$ cat src/rtl/store_trace_pkg.sv
// rtl/store_trace_pkg.sv - shared types and helpers for the store trace monitor
package store_trace_pkg;

    typedef enum logic [1:0] {
        ST_RUN     = 2'd0,
        ST_DONE    = 2'd1,
        ST_TIMEOUT = 2'd2
    } state_e;

    function automatic int entry_width(input int win_words, input int data_w);
        return $clog2(win_words) + data_w;
    endfunction

    // Limit is formed at 64 bits so a window ending at the top of the address space cannot wrap.
    function automatic logic in_window(input logic [63:0] adr,
                                       input logic [63:0] base,
                                       input logic [63:0] words);
        return (adr >= base) && (adr < base + (words << 2));
    endfunction

endpackage

$ cat src/rtl/sync_fifo.sv
// rtl/sync_fifo.sv - single-clock FIFO with registered read port and exact occupancy
module sync_fifo #(
    parameter int WIDTH = 37,
    parameter int DEPTH = 16
) (
    input  logic                       clk,
    input  logic                       reset,
    input  logic                       push_i,
    input  logic [WIDTH-1:0]           push_data_i,
    input  logic                       pop_i,
    output logic                       full_o,
    output logic                       empty_o,
    output logic [$clog2(DEPTH):0]     count_o,
    output logic [WIDTH-1:0]           rd_data_o,
    output logic                       rd_valid_o
);

    localparam int PTR_W = $clog2(DEPTH);
    localparam int CNT_W = PTR_W + 1;

    logic [WIDTH-1:0] mem_q [DEPTH];
    logic [PTR_W-1:0] wptr_q, wptr_d;
    logic [PTR_W-1:0] rptr_q, rptr_d;
    logic [CNT_W-1:0] count_q, count_d;
    logic [WIDTH-1:0] rd_data_q, rd_data_d;
    logic             rd_valid_q, rd_valid_d;
    logic             pop_ok, push_ok;

    assign empty_o = (count_q == '0);
    assign full_o  = (count_q == CNT_W'(DEPTH));

    // A pop frees a slot in the same cycle, so a full FIFO still accepts a concurrent push.
    assign pop_ok  = pop_i && !empty_o;
    assign push_ok = push_i && (!full_o || pop_ok);

    always_comb begin
        wptr_d     = wptr_q;
        rptr_d     = rptr_q;
        count_d    = count_q;
        rd_data_d  = rd_data_q;
        rd_valid_d = pop_ok;
        if (push_ok) begin
            wptr_d = wptr_q + 1'b1;
        end
        if (pop_ok) begin
            rptr_d    = rptr_q + 1'b1;
            rd_data_d = mem_q[rptr_q];
        end
        case ({push_ok, pop_ok})
            2'b10:   count_d = count_q + 1'b1;
            2'b01:   count_d = count_q - 1'b1;
            default: count_d = count_q;
        endcase
    end

    always_ff @(posedge clk) begin
        if (reset) begin
            wptr_q     <= '0;
            rptr_q     <= '0;
            count_q    <= '0;
            rd_data_q  <= '0;
            rd_valid_q <= 1'b0;
        end else begin
            wptr_q     <= wptr_d;
            rptr_q     <= rptr_d;
            count_q    <= count_d;
            rd_data_q  <= rd_data_d;
            rd_valid_q <= rd_valid_d;
        end
    end

    always_ff @(posedge clk) begin
        if (push_ok) begin
            mem_q[wptr_q] <= push_data_i;
        end
    end

    assign count_o    = count_q;
    assign rd_data_o  = rd_data_q;
    assign rd_valid_o = rd_valid_q;

endmodule

$ cat src/rtl/store_trace_monitor.sv
// rtl/store_trace_monitor.sv - snoops core stores, traces result-window writes, flags end/timeout
module store_trace_monitor
    import store_trace_pkg::*;
#(
    parameter int                ADDR_W    = 32,
    parameter int                DATA_W    = 32,
    parameter int                DEPTH     = 16,
    parameter logic [ADDR_W-1:0] WIN_BASE  = 32'h0000_00A0,
    parameter int                WIN_WORDS = 20,
    parameter logic [ADDR_W-1:0] DONE_ADDR = 32'h0000_0FFC,
    parameter int                TIMEOUT   = 400
) (
    input  logic                         clk,
    input  logic                         reset,
    input  logic                         MemWrite,
    input  logic [ADDR_W-1:0]            DataAdr,
    input  logic [DATA_W-1:0]            WriteData,
    input  logic                         rd_en,
    output logic [DATA_W-1:0]            rd_data,
    output logic [$clog2(WIN_WORDS)-1:0] rd_idx,
    output logic                         rd_valid,
    output logic [$clog2(DEPTH):0]       count,
    output logic                         overflow,
    output logic                         misaligned,
    output logic                         done,
    output logic                         timed_out
);

    localparam int IDX_W   = $clog2(WIN_WORDS);
    localparam int ENTRY_W = entry_width(WIN_WORDS, DATA_W);
    localparam int TMR_W   = (TIMEOUT > 0) ? $clog2(TIMEOUT + 1) : 1;

    state_e           state_q, state_d;
    logic [TMR_W-1:0] cyc_q, cyc_d;
    logic             overflow_q, overflow_d;
    logic             misaligned_q, misaligned_d;

    logic             running;
    logic             sentinel;
    logic             win_hit;
    logic             aligned;
    logic             push_req;
    logic             timeout_hit;
    logic [IDX_W-1:0] store_idx;
    logic             fifo_full, fifo_empty;
    logic [ENTRY_W-1:0] fifo_rd_entry;

    assign running   = (state_q == ST_RUN);
    assign sentinel  = MemWrite && (DataAdr == DONE_ADDR);
    assign win_hit   = in_window(64'(DataAdr), 64'(WIN_BASE), 64'(WIN_WORDS));
    assign aligned   = (DataAdr[1:0] == 2'b00);
    assign store_idx = IDX_W'((DataAdr - WIN_BASE) >> 2);

    // The sentinel is a control marker, never trace data, even if it lands inside the window.
    assign push_req    = running && MemWrite && win_hit && aligned && !sentinel;
    assign timeout_hit = (TIMEOUT != 0) && (cyc_q == TMR_W'(TIMEOUT - 1));

    always_comb begin
        state_d = state_q;
        case (state_q)
            ST_RUN: begin
                if (sentinel) begin
                    state_d = ST_DONE;
                end else if (timeout_hit) begin
                    state_d = ST_TIMEOUT;
                end
            end
            default: state_d = state_q;
        endcase
    end

    always_comb begin
        cyc_d        = cyc_q;
        overflow_d   = overflow_q;
        misaligned_d = misaligned_q;
        if (running && (cyc_q != '1)) begin
            cyc_d = cyc_q + 1'b1;
        end
        if (push_req && fifo_full && !(rd_en && !fifo_empty)) begin
            overflow_d = 1'b1;
        end
        if (running && MemWrite && win_hit && !aligned && !sentinel) begin
            misaligned_d = 1'b1;
        end
    end

    always_ff @(posedge clk) begin
        if (reset) begin
            state_q      <= ST_RUN;
            cyc_q        <= '0;
            overflow_q   <= 1'b0;
            misaligned_q <= 1'b0;
        end else begin
            state_q      <= state_d;
            cyc_q        <= cyc_d;
            overflow_q   <= overflow_d;
            misaligned_q <= misaligned_d;
        end
    end

    sync_fifo #(
        .WIDTH (ENTRY_W),
        .DEPTH (DEPTH)
    ) u_fifo (
        .clk         (clk),
        .reset       (reset),
        .push_i      (push_req),
        .push_data_i ({store_idx, WriteData}),
        .pop_i       (rd_en),
        .full_o      (fifo_full),
        .empty_o     (fifo_empty),
        .count_o     (count),
        .rd_data_o   (fifo_rd_entry),
        .rd_valid_o  (rd_valid)
    );

    assign {rd_idx, rd_data} = fifo_rd_entry;
    assign overflow   = overflow_q;
    assign misaligned = misaligned_q;
    assign done       = (state_q == ST_DONE);
    assign timed_out  = (state_q == ST_TIMEOUT);

endmodule

$ cat config.mk
export PLATFORM = sky130hd
export DESIGN_NAME = store_trace_monitor
export DESIGN_NICKNAME = d
export VERILOG_FILES = /design/src/rtl/store_trace_pkg.sv /design/src/rtl/sync_fifo.sv /design/src/rtl/store_trace_monitor.sv
export SDC_FILE = /design/constraint.sdc
export NUM_CORES = 1
export LEC_CHECK = 0
export CORE_UTILIZATION = 29
export DETAILED_ROUTE_END_ITERATION = 8
export SKIP_CTS_REPAIR_TIMING = 1
export SYNTH_ARGS = -nofsm -noshare
export SYNTH_HDL_FRONTEND = slang
export SYNTH_SLANG_ARGS = --single-unit
$ cat constraint.sdc
create_clock -name clk -period 5.37 [get_ports clk]
set_clock_uncertainty 0.1 [all_clocks]
set_input_delay 0.8055 -clock clk [delete_from_list [all_inputs] [get_ports clk]]
set_output_delay 0.8055 -clock clk [all_outputs]
set_load 0.02 [all_outputs]
Word level (Yosys, flattened, before mapping)
Memories as Yosys holds them, arrays and structs flattened. A register that Yosys moved wholly into a read port is not among the register bits.
Index checks and enable logic that the tools add are counted.
{ "word_totals": {"mem_bits_rw": 592, "inputBits": 68, "regBits": 27, "memories": 1} }
{ "memory_table": {"columns": ["memory", "depth", "width", "read_ports", "rd_ports_with_merged_regs", "write_ports", "line", "source"], "rows": [
  ["u_fifo.mem_q", 16, 37, 1, 1, 1, "sync_fifo.sv:21", "logic [WIDTH-1:0] mem_q [DEPTH];"]
]} }
{ "classes": {"n_lt_le_gt_ge": 2, "muxes": 5, "eq_ne": 8, "reduce_logical": 25, "add_sub_neg": 6} }
{ "ops": {"columns": ["op", "count"], "rows": [
  ["32-bit by 12-bit equality test with 1-bit output (second input constant)", 1],
  ["32-bit by 8-bit greater-or-equal comparator with 1-bit output (second input constant)", 1],
  ["32-bit by 8-bit less-than comparator with 1-bit output (second input constant)", 1],
  ["1-bit logical AND", 13],
  ["5-bit case mux with 2 select lines", 1],
  ["9-bit by 1-bit adder with 9-bit output (second input constant)", 1],
  ["9-bit equality test (second input constant)", 1],
  ["9-bit inequality test (second input constant)", 1],
  ["4-bit by 1-bit adder with 4-bit output (second input constant)", 2],
  ["7-bit by 6-bit subtractor with 7-bit output (second input constant)", 1],
  ["5-bit by 1-bit adder with 5-bit output (second input constant)", 1],
  ["5-bit equality test (second input constant)", 1],
  ["1-bit logical NOT", 5],
  ["5-bit logical NOT", 1],
  ["5-bit by 1-bit subtractor with 5-bit output (second input constant)", 1],
  ["2-bit by 1-bit equality test with 1-bit output (second input constant)", 2],
  ["2-bit equality test (second input constant)", 2],
  ["2-bit logical NOT", 2],
  ["2-bit 2-to-1 mux", 2],
  ["2-bit nonzero test", 2],
  ["1-bit 2-to-1 mux", 2],
  ["2-bit AND reduction", 1],
  ["1-bit logical OR", 1]
]} }

Longest topological paths before layout
Gate-level depths: netlist of run 1.
{ "logic_depth": {"word_depth": 8, "ltp_mapped": 14, "depth_no_buf": 12} }

Hierarchy
Synthesis of run 1 repeated with hierarchy kept, for this count alone.
{ "unflattened": {"cells_unflattened": 1191, "area_unflattened_um2": 25189.2} }
{ "modules_own_cells": {"columns": ["module", "seq_area_each_um2", "instances", "area_per_inst_um2", "cells_per_inst"], "rows": [
  ["sync_fifo", 18798.0, 1, 24429.7, 1100],
  ["store_trace_monitor", 260.2, 1, 759.5, 91]
]} }

Worst setup path before layout of run 1
OpenSTA, ideal clock, no wires.
{ "synth_path": {"kind": "input port to flip-flop", "startpoint": "in DataAdr[30]", "endpoint": "mem u_fifo.mem_q[0][0], enable pin", "path_slack_ns": 0.543, "n_path_buf": 1, "setup_time_ns": 0.477, "required_time_ns": 4.793, "path_stages": 6, "arrival_time_ns": 4.250, "cell_sequence": "nor4_1 > and4b_1 > and4_1 > buf_6 > nand2_1 > nor3_1"} }
{ "synth_via": {"elab_chain_len": 8, "elab_cells_between_ends": 12, "classes_between": "2 x order compare; 1 x eq/ne; 2 x mux; 7 x reduce/logical"} }
{ "synth_rtl": {"columns": ["item", "line", "source"], "rows": [
  ["start: declaration", "store_trace_monitor.sv:16", "input logic [ADDR_W-1:0] DataAdr,"],
  ["32-bit by 8-bit greater-or-equal comparator with 1-bit output or 32-bit by 8-bit less-than comparator with 1-bit output (tied branches)", "store_trace_pkg.sv:18", "return (adr >= base) && (adr < base + (words << 2));"],
  ["1-bit logical AND", "store_trace_pkg.sv:18", null],
  ["1-bit logical AND (2 in series)", "store_trace_monitor.sv:55", "assign push_req = running && MemWrite && win_hit && aligned && !sentinel;"],
  ["1-bit logical AND (*)", "store_trace_monitor.sv:55", null],
  ["1-bit logical AND (*)", "sync_fifo.sv:34", "assign push_ok = push_i && (!full_o || pop_ok);"],
  ["1-bit 2-to-1 mux (*)", "sync_fifo.sv:73", "if (push_ok) begin"],
  ["1-bit 2-to-1 mux (implied by the code) (*)", "sync_fifo.sv:74", "mem_q[wptr_q] <= push_data_i;"],
  ["end: declaration", "sync_fifo.sv:21", null]
]} }
Every way passes the cells marked *; elsewhere a longest branch is shown, timed or not.

Worst setup path after layout of run 1
{ "layout_path": {"startpoint": "in DataAdr[4]", "endpoint": "mem u_fifo.mem_q[9][31], enable pin"} }
The elaborated chain is that of the path after synthesis.

==> results of run 1 <==
-- final cells by class --
cell class | instances | area share
Sequential cell | 656 | 0.6378
Multi-Input combinational cell | 462 | 0.1904
Clock buffer | 88 | 0.06177
Timing Repair Buffer | 153 | 0.04963
Tap cell | 1144 | 0.04787
Clock inverter | 33 | 0.01147
Inverter | 9 | 0.001130
-- routing by layer --
metal,vias up,wire [µm],GRT usage
met2,366,27110,0.2103
li1,5256,-,-
met1,6484,25350,0.1799
met5,-,34,0
met3,60,3005,0.02496
met4,6,741,0.03185
-- worst min-delay path, cell delays in order, from the launching register on --
cell and delay [ns]:
dfxtp_1 0.32, nand2_1 0.05, o221ai_1 0.06
-- synthesized netlist by cell type, types with 4 or more instances --
| cell type | instances | share of area |
|---|---|---|
| ha_1 | 11 | 0.0055 |
| a21oi_1 | 9 | 0.0018 |
| xor2_1 | 8 | 0.0028 |
| buf_6 | 5 | 0.0023 |
| dfxtp_1 | 64 | 0.051 |
| nor2_1 | 34 | 0.0051 |
| o21ai_0 | 4 | 0.00080 |
| clkbuf_1 | 31 | 0.0047 |
| nand3_1 | 7 | 0.0014 |
| or3_1 | 6 | 0.0015 |
| buf_1 | 5 | 0.00075 |
| nor4_1 | 6 | 0.0015 |
| inv_1 | 7 | 0.0011 |
| xnor2_1 | 6 | 0.0021 |
| nand2_1 | 56 | 0.0084 |
| buf_2 | 19 | 0.0038 |
| edfxtp_1 | 592 | 0.71 |
| mux4_2 | 148 | 0.13 |
| nand4_1 | 4 | 0.0010 |
| mux2i_1 | 77 | 0.031 |
| nor3_1 | 11 | 0.0022 |
| o221ai_1 | 37 | 0.013 |
| nand2b_1 | 4 | 0.0010 |
-- report_power, final --
part	leakage, nW	switching [W]	internal (W)
sequential	5.84	0.00000164	0.00556
clock	1.07	0.00192	0.00269
combinational	2.04	0.0000953	0.0000501
total	8.96	0.00202	0.00830
-- metrics by stage --
| step | worst slack [ns] | total power, W | cell area, µm² |
|---|---|---|---|
| floorplan | 0.5432 | 0.005691 | 24960 |
| global placement | 1.048 | 0.005812 | 27710 |
| detailed placement | 0.9295 | 0.005819 | 27710 |
| CTS | 1.571 | 0.01041 | 29900 |
| global route | 1.372 | 0.01061 | 29900 |
| finish | 1.564 | 0.01032 | 29900 |
-- cells by family after synthesis --
group           share of synthesized area
flops                              0.7637
buf+inv                           0.01283
simple gates                      0.02863
compound gates                    0.02000
mux                                0.1644
xor+xnor                         0.004913
fa+ha+maj                        0.005515
-- sequential cells by signal (all words and copies together), names as in the netlist --
| signal | cells |
|---|---|
| cyc_q | 9 |
| u_fifo.rd_data_o | 37 |
| overflow | 1 |
| state_q | 2 |
| u_fifo.rd_valid_o | 1 |
| u_fifo.count_o | 5 |
| u_fifo.mem_q | 592 |
| u_fifo.rptr_q | 4 |
| misaligned | 1 |
| u_fifo.wptr_q | 4 |
-- how the worst max path moves through the flow --
| stage | start | end | slack (ns) | cells after the start |
|---|---|---|---|---|
| finish | DataAdr[4] | u_fifo.mem_q[9][31] | 1.56 | 7 |
| global route | DataAdr[4] | u_fifo.mem_q[9][35] | 1.37 | 7 |
| CTS | DataAdr[4] | u_fifo.mem_q[9][35] | 1.57 | 7 |
| detailed placement | DataAdr[4] | u_fifo.mem_q[9][29] | 0.93 | 7 |
| global placement | DataAdr[4] | u_fifo.mem_q[13][32] | 1.05 | 7 |
| floorplan | DataAdr[30] | u_fifo.mem_q[0][0] | 0.54 | 6 |
==> results.toml, run 1 <==
[outcome]
status = "completed"

[synth]
yosysWarnings = 0
async_reset_ff_frac = 0
syn_nets = 1266
synth_area_per_cell_um2 = 21.02
netlist_area_mm2 = 0.02496
synth_seq_cells = 656
synth-edff-count = 592
synth_cell_type_count = 50
synth-seq-area-share = 0.7637
postSynthCellCount = 1187
ys.flop_type = "edfxtp_1"

[floorplan]
fp-row-count = 107
dieWidth_um = 295.4
die_h_um = 295.4
die-area_mm2 = 0.08723
start_util = 0.2931
ioPinCount = 115
core_mm2 = 0.08515

[placement]
place_congestion = 0.7427
io_buffers = 114
placedCellCount = 2424
place_hpwl_um = 33510

[critical_path]
cp_data_required_time_ns = 5.56
reg2reg_to = "u_fifo.count_o[2]"
reg2regPathDepth = 11
max_stage_delay_ns = 0.75
critPathLaunchType = "primary input"
rr_startpoint = "u_fifo.count_o[2]"
critPathMaxFanout = 17
worstSetupPathType = "in -> reg"
cp-end-kind = "register"
path_buf_inv = 2
cp_top_family = "simple AND/OR/NAND/NOR gates"
critical-path-slowest-cell = "clkdlybuf4s50_1"
rrSetupSlack_ns = 2.03
path_cells = "clkdlybuf4s50_1 > nand4_1 > o2111a_1 > and4_1 > nand2_1 > nor2_4 > buf_4"
arrival_ns = 4.00

[sta]
relSlewSlack = 0.2916
hold_ws_ns = 0.3609
hold_viol_final = 0
worstMarginPinSlew_ns = 1.060
setup_viol = 0
max_clock_freq_mhz = 262.7
setup_tns_ns = 0
maxSlewViolCount = 0
period_needed_ns = 3.806
rsz0062_at_grt = "false"
period_share = 0.7088

[pwr]
p_leak_nw = 8.955
ir_drop_mv = 0.2100
powerDensity_mw_per_mm2 = 345.2

[run]
drv_cap = 0

[cells_and_area]
area_delta_synth_final_pct = 19.81
multi_input_area_mm2 = 0.005692
final_common_cell = "edfxtp_1"
antenna_cells = 0
layout_common_cells = "592 x edfxtp_1, 148 x mux4_2, 114 x clkdlybuf4s50_1, 77 x mux2i_1, 68 x clkbuf_16"
utilization = 0.3512
regArea_mm2 = 0.01907
drive_gt1_frac = 0.2234
finalNonFillerCells = 2545
nFillCells = 7919
final_nets = 1428

[cts]
clockRootBuffer = "clkbuf_16"
cts.sinks = 656
cts_buffers = 67
tritoncts = "built"
cts_max_path_buffers = 3
htreeDepth = 3
clock_latency_ns = 0.59
clk_pin_slew_ns = 0.06

[worst_hold_path]
hold_path.class = "reg -> reg"
min_from = "u_fifo.rd_data_o[27]"
holdPathStages = 2
worstHoldEndpoint = "u_fifo.rd_data_o[27]"

[route]
drt-initial-drc-count = 815
wl_per_cell_um = 22.10
postRouteAntennaNets = 0
drtPass1Iterations = 5
routed_wl_um = 56240
drt-vias-per-instance = 4.783
drcViolationCount = 0
vias = 12172

[global_route]
grt_remaining_overflow = 0
grt_pass1_vias = 12774
grt_antenna_before_repair = 3
grt_start_max_net_pins = 54
grt_pass1_wl_um = 83780
grt.total_usage = 0.1300
(Power assumes the default switching activity.)
==> run 2, diff against run 1 <==
clock period = 3.15 ns   (was 5.37 ns; I/O delays follow)
==> run 2 against run 1 <==
Net effect:
- non-clock buffer count rose by 29
- first-iteration DRC count rose by 6.6%
- flip-flop and latch count unchanged
- combinational power up 68%
- total power rose by 71%
- design area up 2.3%
- count of clock-buffer cells in the layout up 5
- die area did not move
- critical path depth grew 5
- sequential share of layout area is 1.4 points lower
- register-to-register slack got worse by 1.8 ns
- critical endpoint is now u_fifo.count_o[4]
- largest power group unchanged
==> results.toml, run 2 (synthesis gave the netlist of run 1 again) <==
[pwr]
p_leak_nw = 9.191
switching_share = 0.1997
combPwrFrac = 0.014
power.internal_w = 0.01417
power.switching_w = 0.003534
seqPwrFrac = 0.536
ir_drop_mv = 0.3816
total_power_w = 0.01770
powerDensity_mw_per_mm2 = 578.7
power_frac_clock = 0.451

[sta]
setup_viol = 0
worstMarginPinSlew_ns = 0.7980
hold_ws_ns = 0.3750
relSlewSlack = 0.4680
setup_slack_ns = 0.2046
hold_viol_final = 0
period_share = 0.9350
max_clock_freq_mhz = 339.5
maxSlewViolCount = 0
rsz0062_at_grt = "false"
period_needed_ns = 2.945

[floorplan]
ioPinCount = 115
die-area_mm2 = 0.08723
start_util = 0.2931
core_mm2 = 0.08515
die_h_um = 295.4
dieWidth_um = 295.4
fp-row-count = 107

[outcome]
status = "completed"

[cells_and_area]
multi_input_area_mm2 = 0.005717
largest_reg_flops = 592
final_common_cell = "edfxtp_1"
area_delta_synth_final_pct = 22.58
regArea_mm2 = 0.01907
nFillCells = 7892
antenna_cells = 0
max_flop_register = "u_fifo.mem_q"
drive_gt1_frac = 0.2415
layout_common_cells = "592 x edfxtp_1, 148 x mux4_2, 114 x clkdlybuf4s50_1, 77 x mux2i_1, 70 x clkbuf_16"
utilization = 0.3593
final_nets = 1459

[route]
drt-initial-drc-count = 869
wl_per_cell_um = 22.14
drtPass1Iterations = 4
routed_wl_um = 57140
drcViolationCount = 0
postRouteAntennaNets = 0
vias = 12240
drt-vias-per-instance = 4.742

[critical_path]
rr_startpoint = "u_fifo.count_o[0]"
arrival_ns = 3.41
reg2reg_to = "u_fifo.count_o[4]"
cp_data_required_time_ns = 3.61
rrSetupSlack_ns = 0.20
cp-end-kind = "register"
reg2regPathDepth = 12
crit_top_cell = "ha_1"
startpoint = "u_fifo.count_o[0]"
critPathMaxFanout = 6
worstSetupPathType = "reg -> reg"
max_stage_delay_ns = 0.55
critical-path-slowest-cell = "or4_4"
critPathLaunchType = "register"
path_cells = "or4_4 > or3b_1 > and4_1 > inv_2 > ha_1 > buf_4 > ha_1 > nand2b_1 > or3_1 > a21oi_1 > a31oi_1 > nand3_1"
crit_path_end = "u_fifo.count_o[4]"

[placement]
io_buffers = 114
dpl_worst_slack_ns = -0.1319
place_congestion = 0.7631
place_hpwl_um = 31960

[global_route]
grt.total_usage = 0.1332
grt_start_max_net_pins = 112
grt_remaining_overflow = 0
grt_pass1_wl_um = 84810
grt_pass1_vias = 13023
grt_antenna_before_repair = 5

[cts]
clockRootBuffer = "clkbuf_16"
tritoncts = "built"
cts_buffers = 69
htreeDepth = 3
clock_latency_ns = 0.62
clk_pin_slew_ns = 0.06
cts_max_path_buffers = 3
cts.sinks = 656

[worst_hold_path]
hold_path.class = "reg -> reg"

[run]
drv_cap = 0
-- run 2: cell count changes in the layout (fill, tap and decap cells not counted), moves of 4 or more --
cell / previous run / this run
inv_6: 6 / 2
buf_12: 4 / 34
nor3_4: 0 / 4
nor3_2: 4 / 0
-- run 2: critical path, delay by kind of cell, from the launching register on --
kind	cells	cell delay, ns
fa+ha+maj	2	0.38
buf+inv	2	0.22
simple gates	6	1.66
compound gates	2	0.24
flops	1	0.31
-- run 2: worst min path at each step --
stage                     cells after the start  slack [ns]                    to            startpoint
after floorplan                               2        0.37              cyc_q[6]              cyc_q[6]
after global placement                        2        0.35  u_fifo.rd_data_o[36]  u_fifo.rd_data_o[36]
after detailed placement                      2        0.35  u_fifo.rd_data_o[36]  u_fifo.rd_data_o[36]
after CTS                                     2        0.38  u_fifo.rd_data_o[23]  u_fifo.rd_data_o[23]
after global routing                          2        0.40  u_fifo.rd_data_o[23]  u_fifo.rd_data_o[23]
final                                         2        0.37  u_fifo.rd_data_o[26]  u_fifo.rd_data_o[26]
-- run 2: per-layer routing --
metal | vias to the layer above | global-route usage | part of all wire | wire (µm)
met4 | 8 | 0.04208 | 0.018 | 1015
met1 | 6536 | 0.1744 | 0.43 | 24640
li1 | 5326 | - | - | -
met2 | 299 | 0.2208 | 0.50 | 28390
met3 | 71 | 0.02812 | 0.053 | 3042
met5 | - | 0 | 0.00089 | 51
-- run 2: power groups by stage --
stage	Sequential, W	Combinational (W)	Clock, W
after global placement	0.00967	0.000234	0
after CTS	0.00948	0.000245	0.00815
final	0.00948	0.000243	0.00798
after detailed placement	0.00967	0.000245	0
after floorplan	0.00967	0.0000334	0
after global routing	0.00948	0.000265	0.00846
-- run 2: metrics by stage --
| step | std cells | TNS [ns] | area [µm²] |
|---|---|---|---|
| final | 2581 | 0 | 30590 |
| after global routing | 2581 | 0 | 30590 |
| after CTS | 2581 | 0 | 30590 |
| after detailed placement | 2453 | -0.2160 | 28330 |
| after global placement | 2453 | -0.1675 | 28330 |
| after floorplan | 1187 | -160.79 | 24980 |
-- run 2: layout make-up --
class                   count  area share
flip-flops and latches    656      0.6234
clock inverters            35     0.01129
multi-input cells         462      0.1869
repair buffers            182     0.06789
clock buffers              93     0.06270
inverters                   9    0.001104
well taps                1144     0.04679
